<file path="src/rtl/mac_pkg.sv">
// Shared types and default sizing for the convolution MAC engine.
// Optional build macro: MAC_SATURATE_EN (clamping accumulator instead of wrapping).
package mac_pkg;

  localparam int DATA_W = 8;
  localparam int LANES  = 4;
  localparam int KLEN   = 9;
  localparam int ACC_W  = 20;

  typedef enum logic [1:0] {
    IDLE = 2'd0,
    ACC  = 2'd1,
    DONE = 2'd2
  } state_t;

endpackage

</file>
<file path="src/rtl/mac_lane_sum.sv">
// Combinational dot product of one beat: sum of LANES full-width products,
// zero-extended to ACC_W.
module mac_lane_sum #(
  parameter int DATA_W = mac_pkg::DATA_W,
  parameter int LANES  = mac_pkg::LANES,
  parameter int ACC_W  = mac_pkg::ACC_W
) (
  input  logic [LANES*DATA_W-1:0] pixel,
  input  logic [LANES*DATA_W-1:0] weight,
  output logic [ACC_W-1:0]        lane_sum
);

  logic [2*DATA_W-1:0] prod [LANES];

  always_comb begin
    lane_sum = '0;
    for (int i = 0; i < LANES; i++) begin
      prod[i]  = {{DATA_W{1'b0}}, pixel[i*DATA_W +: DATA_W]} *
                 {{DATA_W{1'b0}}, weight[i*DATA_W +: DATA_W]};
      lane_sum = lane_sum + ACC_W'(prod[i]);
    end
  end

endmodule

</file>
<file path="src/rtl/conv_mac_engine.sv">
// Kernel MAC engine: accumulates KLEN beats of LANES pixel*weight products.
// Define MAC_SATURATE_EN to clamp the accumulator at 2^ACC_W-1 instead of wrapping.
module conv_mac_engine #(
  parameter int DATA_W = mac_pkg::DATA_W,
  parameter int LANES  = mac_pkg::LANES,
  parameter int KLEN   = mac_pkg::KLEN,
  parameter int ACC_W  = mac_pkg::ACC_W
) (
  input  logic                    clk,
  input  logic                    rst,
  input  logic                    clr,
  input  logic                    in_valid,
  output logic                    in_ready,
  input  logic [LANES*DATA_W-1:0] pixel,
  input  logic [LANES*DATA_W-1:0] weight,
  output logic                    out_valid,
  input  logic                    out_ready,
  output logic [ACC_W-1:0]        result
);

  import mac_pkg::*;

  localparam int CNT_W = $clog2(KLEN + 1);

  if (ACC_W < 2*DATA_W + $clog2(LANES)) begin : g_bad_acc_w
    $error("conv_mac_engine: ACC_W too narrow for DATA_W/LANES");
  end
  if (KLEN < 1) begin : g_bad_klen
    $error("conv_mac_engine: KLEN must be at least 1");
  end

  state_t           state_q, state_d;
  logic [CNT_W-1:0] cnt_q, cnt_d, cnt_inc;
  logic [ACC_W-1:0] acc_q, acc_d, acc_add;
  logic [ACC_W:0]   acc_sum;
  logic [ACC_W-1:0] lane_sum;
  logic             accept;

  mac_lane_sum #(
    .DATA_W (DATA_W),
    .LANES  (LANES),
    .ACC_W  (ACC_W)
  ) u_lane_sum (
    .pixel    (pixel),
    .weight   (weight),
    .lane_sum (lane_sum)
  );

  assign in_ready  = (state_q != DONE);
  assign out_valid = (state_q == DONE);
  assign result    = out_valid ? acc_q : '0;
  assign accept    = in_valid && in_ready;
  assign cnt_inc   = cnt_q + CNT_W'(1);

  // One extra carry bit exposes the overflow for the saturating build.
  assign acc_sum = {1'b0, acc_q} + {1'b0, lane_sum};

`ifdef MAC_SATURATE_EN
  assign acc_add = acc_sum[ACC_W] ? {ACC_W{1'b1}} : acc_sum[ACC_W-1:0];
`else
  assign acc_add = acc_sum[ACC_W-1:0];
`endif

  // NOTE: every variable driven here gets a default first so no latch is inferred.
  always_comb begin
    state_d = state_q;
    cnt_d   = cnt_q;
    acc_d   = acc_q;
    if (clr) begin
      state_d = IDLE;
      cnt_d   = '0;
      acc_d   = '0;
    end else begin
      unique case (state_q)
        IDLE: if (accept) begin
          acc_d   = lane_sum;
          cnt_d   = CNT_W'(1);
          state_d = (KLEN == 1) ? DONE : ACC;
        end
        ACC: if (accept) begin
          acc_d = acc_add;
          cnt_d = cnt_inc;
          if (cnt_inc == CNT_W'(KLEN)) state_d = DONE;
        end
        DONE: if (out_ready) begin
          state_d = IDLE;
          cnt_d   = '0;
          acc_d   = '0;
        end
        default: begin
          state_d = IDLE;
          cnt_d   = '0;
          acc_d   = '0;
        end
      endcase
    end
  end

  // NOTE: state registers use non-blocking assignments so all flops update together.
  always_ff @(posedge clk or posedge rst) begin
    if (rst) begin
      state_q <= IDLE;
      cnt_q   <= '0;
      acc_q   <= '0;
    end else begin
      state_q <= state_d;
      cnt_q   <= cnt_d;
      acc_q   <= acc_d;
    end
  end

endmodule

</file>
<file path="config.mk">
export PLATFORM = sky130hd
export DESIGN_NAME = conv_mac_engine
export DESIGN_NICKNAME = d
export VERILOG_FILES = /design/src/rtl/mac_pkg.sv /design/src/rtl/mac_lane_sum.sv /design/src/rtl/conv_mac_engine.sv
export SDC_FILE = /design/constraint.sdc
export NUM_CORES = 1
export LEC_CHECK = 0
export ABC_AREA = 1
export CORE_ASPECT_RATIO = 1.5
export CORE_MARGIN = 5
export CORE_UTILIZATION = 45
export CTS_CLUSTER_SIZE = 30
export DETAILED_ROUTE_END_ITERATION = 12
export PLACE_DENSITY_LB_ADDON = 0.25
export SYNTH_ARGS = -nofsm -noshare
export SYNTH_HDL_FRONTEND = slang
export SYNTH_SLANG_ARGS = --single-unit
</file>
<file path="constraint.sdc">
create_clock -name clk -period 3.2 [get_ports clk]
set_input_delay 0.48 -clock clk [delete_from_list [all_inputs] [get_ports clk]]
set_output_delay 0.48 -clock clk [all_outputs]
set_load 0.05 [all_outputs]
</file>
==> results <==
- The synthesized area is 12500 um^2.
- The detailed router finished its first iteration with 465 violations.
- The final reports fail on negative setup slack.
- The pre-CTS setup slack is -6.44 ns.
- The synthesized netlist devotes 49.7% of its cell area to adder and majority cells.
- The root buffer selected by CTS is clkbuf_16.
- The register area share after synthesis is 5.21%.
- The share of cell area taken by muxes after synthesis is 0%.
- The highest metal layer carrying signal wires in the routed design is met4.
- The synthesized area per cell is 7.14 um^2.
- Clock skew on the completed layout was measured at 0.00495 ns.
- The synthesized-area fraction occupied by xor and xnor cells is 1.68%.
- The count of endpoints failing setup in the final report is 19.
- After floorplanning, the core was divided into 74 placement rows.
- The number of antenna diodes in the final layout is 0.
- The number of design rule violations left after detail routing is 0.
- The largest net degree at the start of global routing is 24.
- The run finished, with violations left.
- STA puts the critical path data required time at 3.37 ns.
- During placement, the flow inserted port buffers numbering 90.
- Of the total synthesized cell area, the portion taken by AND, OR, NAND and NOR gates is 20.9%.
- The critical path's most frequent cell is fa_1.
- In the synthesized netlist the async set-or-reset flop fraction comes to 100%.
- The remaining global-route overflow is 0.
- Yosys instantiated no cell more often than inv_1.
- The number of unique standard cell types used by synthesis is 42.
- The normalized max-slew margin is 51.8%.
- The critical path in this run is classified as primary input to register.
- The number of levels in the clock H-tree is 1.
- In this run the horizontal extent of the chip is 146 um.
- For this run, the detailed router's first-pass iteration total came to 5.
- For the finished layout, the period the worst path requires is 8.68 ns.
- After clock tree synthesis, the clock-pin slew on the worst setup and hold paths is 0.07 ns.
- The number of buffers inserted by hold repair at cts is 0.
- Clock latency on the worst-skew pair, taken at its later pin, is 0.27 ns.
- The number of enable flip-flop cells after synthesis is 0.
- The y dimension of the die is 214 um.
- For this block, the routed nets add up to 36500 um of wire.
- The final layout contains 2445 nets.
- The number of global-route vias before repair is 12400.
- The sum of met2 wire segment lengths after detailed routing is 20800 um.
- Summed over all nets, wire length on met3 after detailed routing comes to 719 um.
- The largest single stage delay on the critical path is 0.58 ns.
- The fraction of final layout cells with drive strength greater than 1 is 29.5%.
- The synthesized-area fraction occupied by ao, oa, aoi and oai cells is 4.61%.
- For this run, the leading register cell type out of synthesis is dfrtp_1.
- By area the synthesized netlist is led by fa_1 34%, ha_1 16%, inv_1 15%.
- The register area is 651 um^2.
- The number of nets handed over by synthesis was 2190.
- The starting density of the core is 45.8%.
- Dividing the detail-routed via count by the number of cells gives 4.86.
- The total CTS buffers is 3.
- In the final layout, the multi-input gates occupy 11400 um^2.
- The final max-slew violation count is 0.
- By area, the combinational part of the netlist is dominated by adder cells.
- At the worst endpoint, the arrival time is 8.85 ns.
- The worst setup path is captured at a register.
- Along the worst path, the maximum fanout reaches 5.
- The routed wirelength normalized by instance count is 15.5 um.
- The number of fill cells in the layout is 2398.
- After synthesis, the largest area contributor takes up 33.8% of total cell area.
- The number of max-capacitance violations reported is 0.
- Counting instances in the post-synthesis netlist gives the leading cell types as 516 x inv_1, 477 x nand2_1, 211 x fa_1, 159 x ha_1, 63 x nor2_1.
- Compared with the post-synthesis result, the final layout area differs by 38.3%.
- The initial antenna violation count is 0.
- For this run, the top clock speed supported by timing is 115 MHz.
- Clock tree synthesis found a total of 26 sinks.
- In this run the count of I/O pins placed on the die edge is 91.
- The Yosys step of the flow raised 0 warnings.
- The maximum buffer depth of the clock tree is 2.
- Setup repair after global routing could not meet its margin everywhere.
- Global routing consumed, over all layers together, 23.2% of the routing resources.
- The sort of element at the start of the critical path is a primary input.
- At the end of routability-driven placement, the weighted congestion stood at 0.925.
- The standard cell area after detailed placement is 15500 um^2.
- The cell type with the highest aggregate area in the netlist is fa_1.
- The area of the core is 27300 um^2.
- The worst hold path belongs to the class register to register.
- Among all stages on the critical path, the largest delay is contributed by fa_1.
- The overall die area is 31300 um^2.
- The total half-perimeter wirelength after legalization and detailed placement is 31100 um.
- The count of mapped cells out of synthesis is 1751.
- The period utilization is 271%.
- The wire length of the first global-routing pass is 59900 um.
- The final number of hold-violating endpoints was 0.
- The measured slew at the worst slew-check pin is 0.722 ns.
- The clock tree from TritonCTS is built.
- The post-detailed-route count of antenna-violating nets is 0.
- The finished layout cell area is 17300 um^2.
- The total vias in the final route is 11400.
- After synthesis the netlist holds a flip-flop and latch count of 26.
- After detailed routing, the wire length on met1 is 14000 um.
- After layout, the worst setup slack is -5.48 ns.
## final timing paths
kind,startpoint,end,slack [ns],cells past startpoint
setup reg to reg,state_q[1],acc_q[6],1.06,7
hold / removal,acc_q[19],acc_q[19],0.54,2
setup / recovery,weight[5],acc_q[16],-5.48,40
min in group asynchronous,rst,acc_q[8],0.63,2
hold reg to reg,acc_q[19],acc_q[19],0.54,2
max in group asynchronous,rst,acc_q[14],1.96,3
## cells by family (layout without fill, tap and decap cells)
family / Yosys count / after routing
compound gates: 102 / 102
flops: 26 / 26
simple gates: 640 / 640
buf+inv: 589 / 843
xor+xnor: 24 / 24
fa+ha+maj: 370 / 370
## what timing repair did
action,CTS,global route
hold endpoints to repair,0,0
endpoints found under the setup margin,19,19
gates cloned,0,0
gates resized for setup,315,178
pin swaps,119,130
setup buffers,28,17
## state kept, by name, summed over array words and instances (netlist names)
name	flops
acc_q	20
cnt_q	4
state_q	2
## cell usage in the layout (no fill, tap or decap), drive strengths merged
| master | count |
|---|---|
| fa | 211 |
| and2 | 9 |
| clkbuf | 8 |
| xor2 | 14 |
| or2 | 2 |
| ha | 159 |
| xnor2 | 10 |
| o22ai | 3 |
| nand4 | 6 |
| a21o | 2 |
| nor3 | 7 |
| nand3b | 11 |
| dlymetal6s2s | 1 |
| o31ai | 3 |
| nand3 | 57 |
| o21bai | 4 |
| nand2 | 480 |
| clkdlybuf4s50 | 58 |
| a21boi | 2 |
| a21oi | 48 |
| bufinv | 1 |
| a22oi | 1 |
| inv | 518 |
| buf | 257 |
| o2111ai | 2 |
| o21a | 1 |
| a221oi | 1 |
| nor2 | 68 |
| o21ai | 35 |
| dfrtp | 26 |
## critical path: cells and delay by family
family	cells	cell delay (ns)
AOI/OAI and AO/OA	2	0.40
xor gates and xnor gates	1	0.18
adders and majority gates	13	5.86
buffers and inverters	5	0.38
and+or+nand+nor	19	1.55
## final cells by class
class | count | area share (%)
clock inverters | 1 | 0.174
flip-flops and latches | 26 | 3.76
clock buffers | 3 | 0.434
inverters | 518 | 11.3
repair buffers | 321 | 15.8
multi-input cells | 1136 | 66.1
well taps | 342 | 2.48
## metal layers
layer  up-vias  track usage, %
met4         0            5.93
met5         -               0
met1      5598            26.2
li1       5560               -
met2       187            46.6
met3        67            1.27
## through the flow
step | setup TNS, ns | cells | hold slack [ns] | util [%]
after detailed placement | -107.47 | 2301 | 0.521 | 56.8
after CTS | -89.60 | 2333 | 0.550 | 60.9
after floorplan | -82.98 | 1751 | 0.477 | -
after global routing | -94.27 | 2347 | 0.581 | 63.3
final | -89.21 | 2347 | 0.544 | 63.3
after global placement | -105.74 | 2301 | 0.494 | 56.8
Power is left out: the tool's default activity adds up to more than one toggle a clock period on the data nets, which glitch-free logic cannot reach.
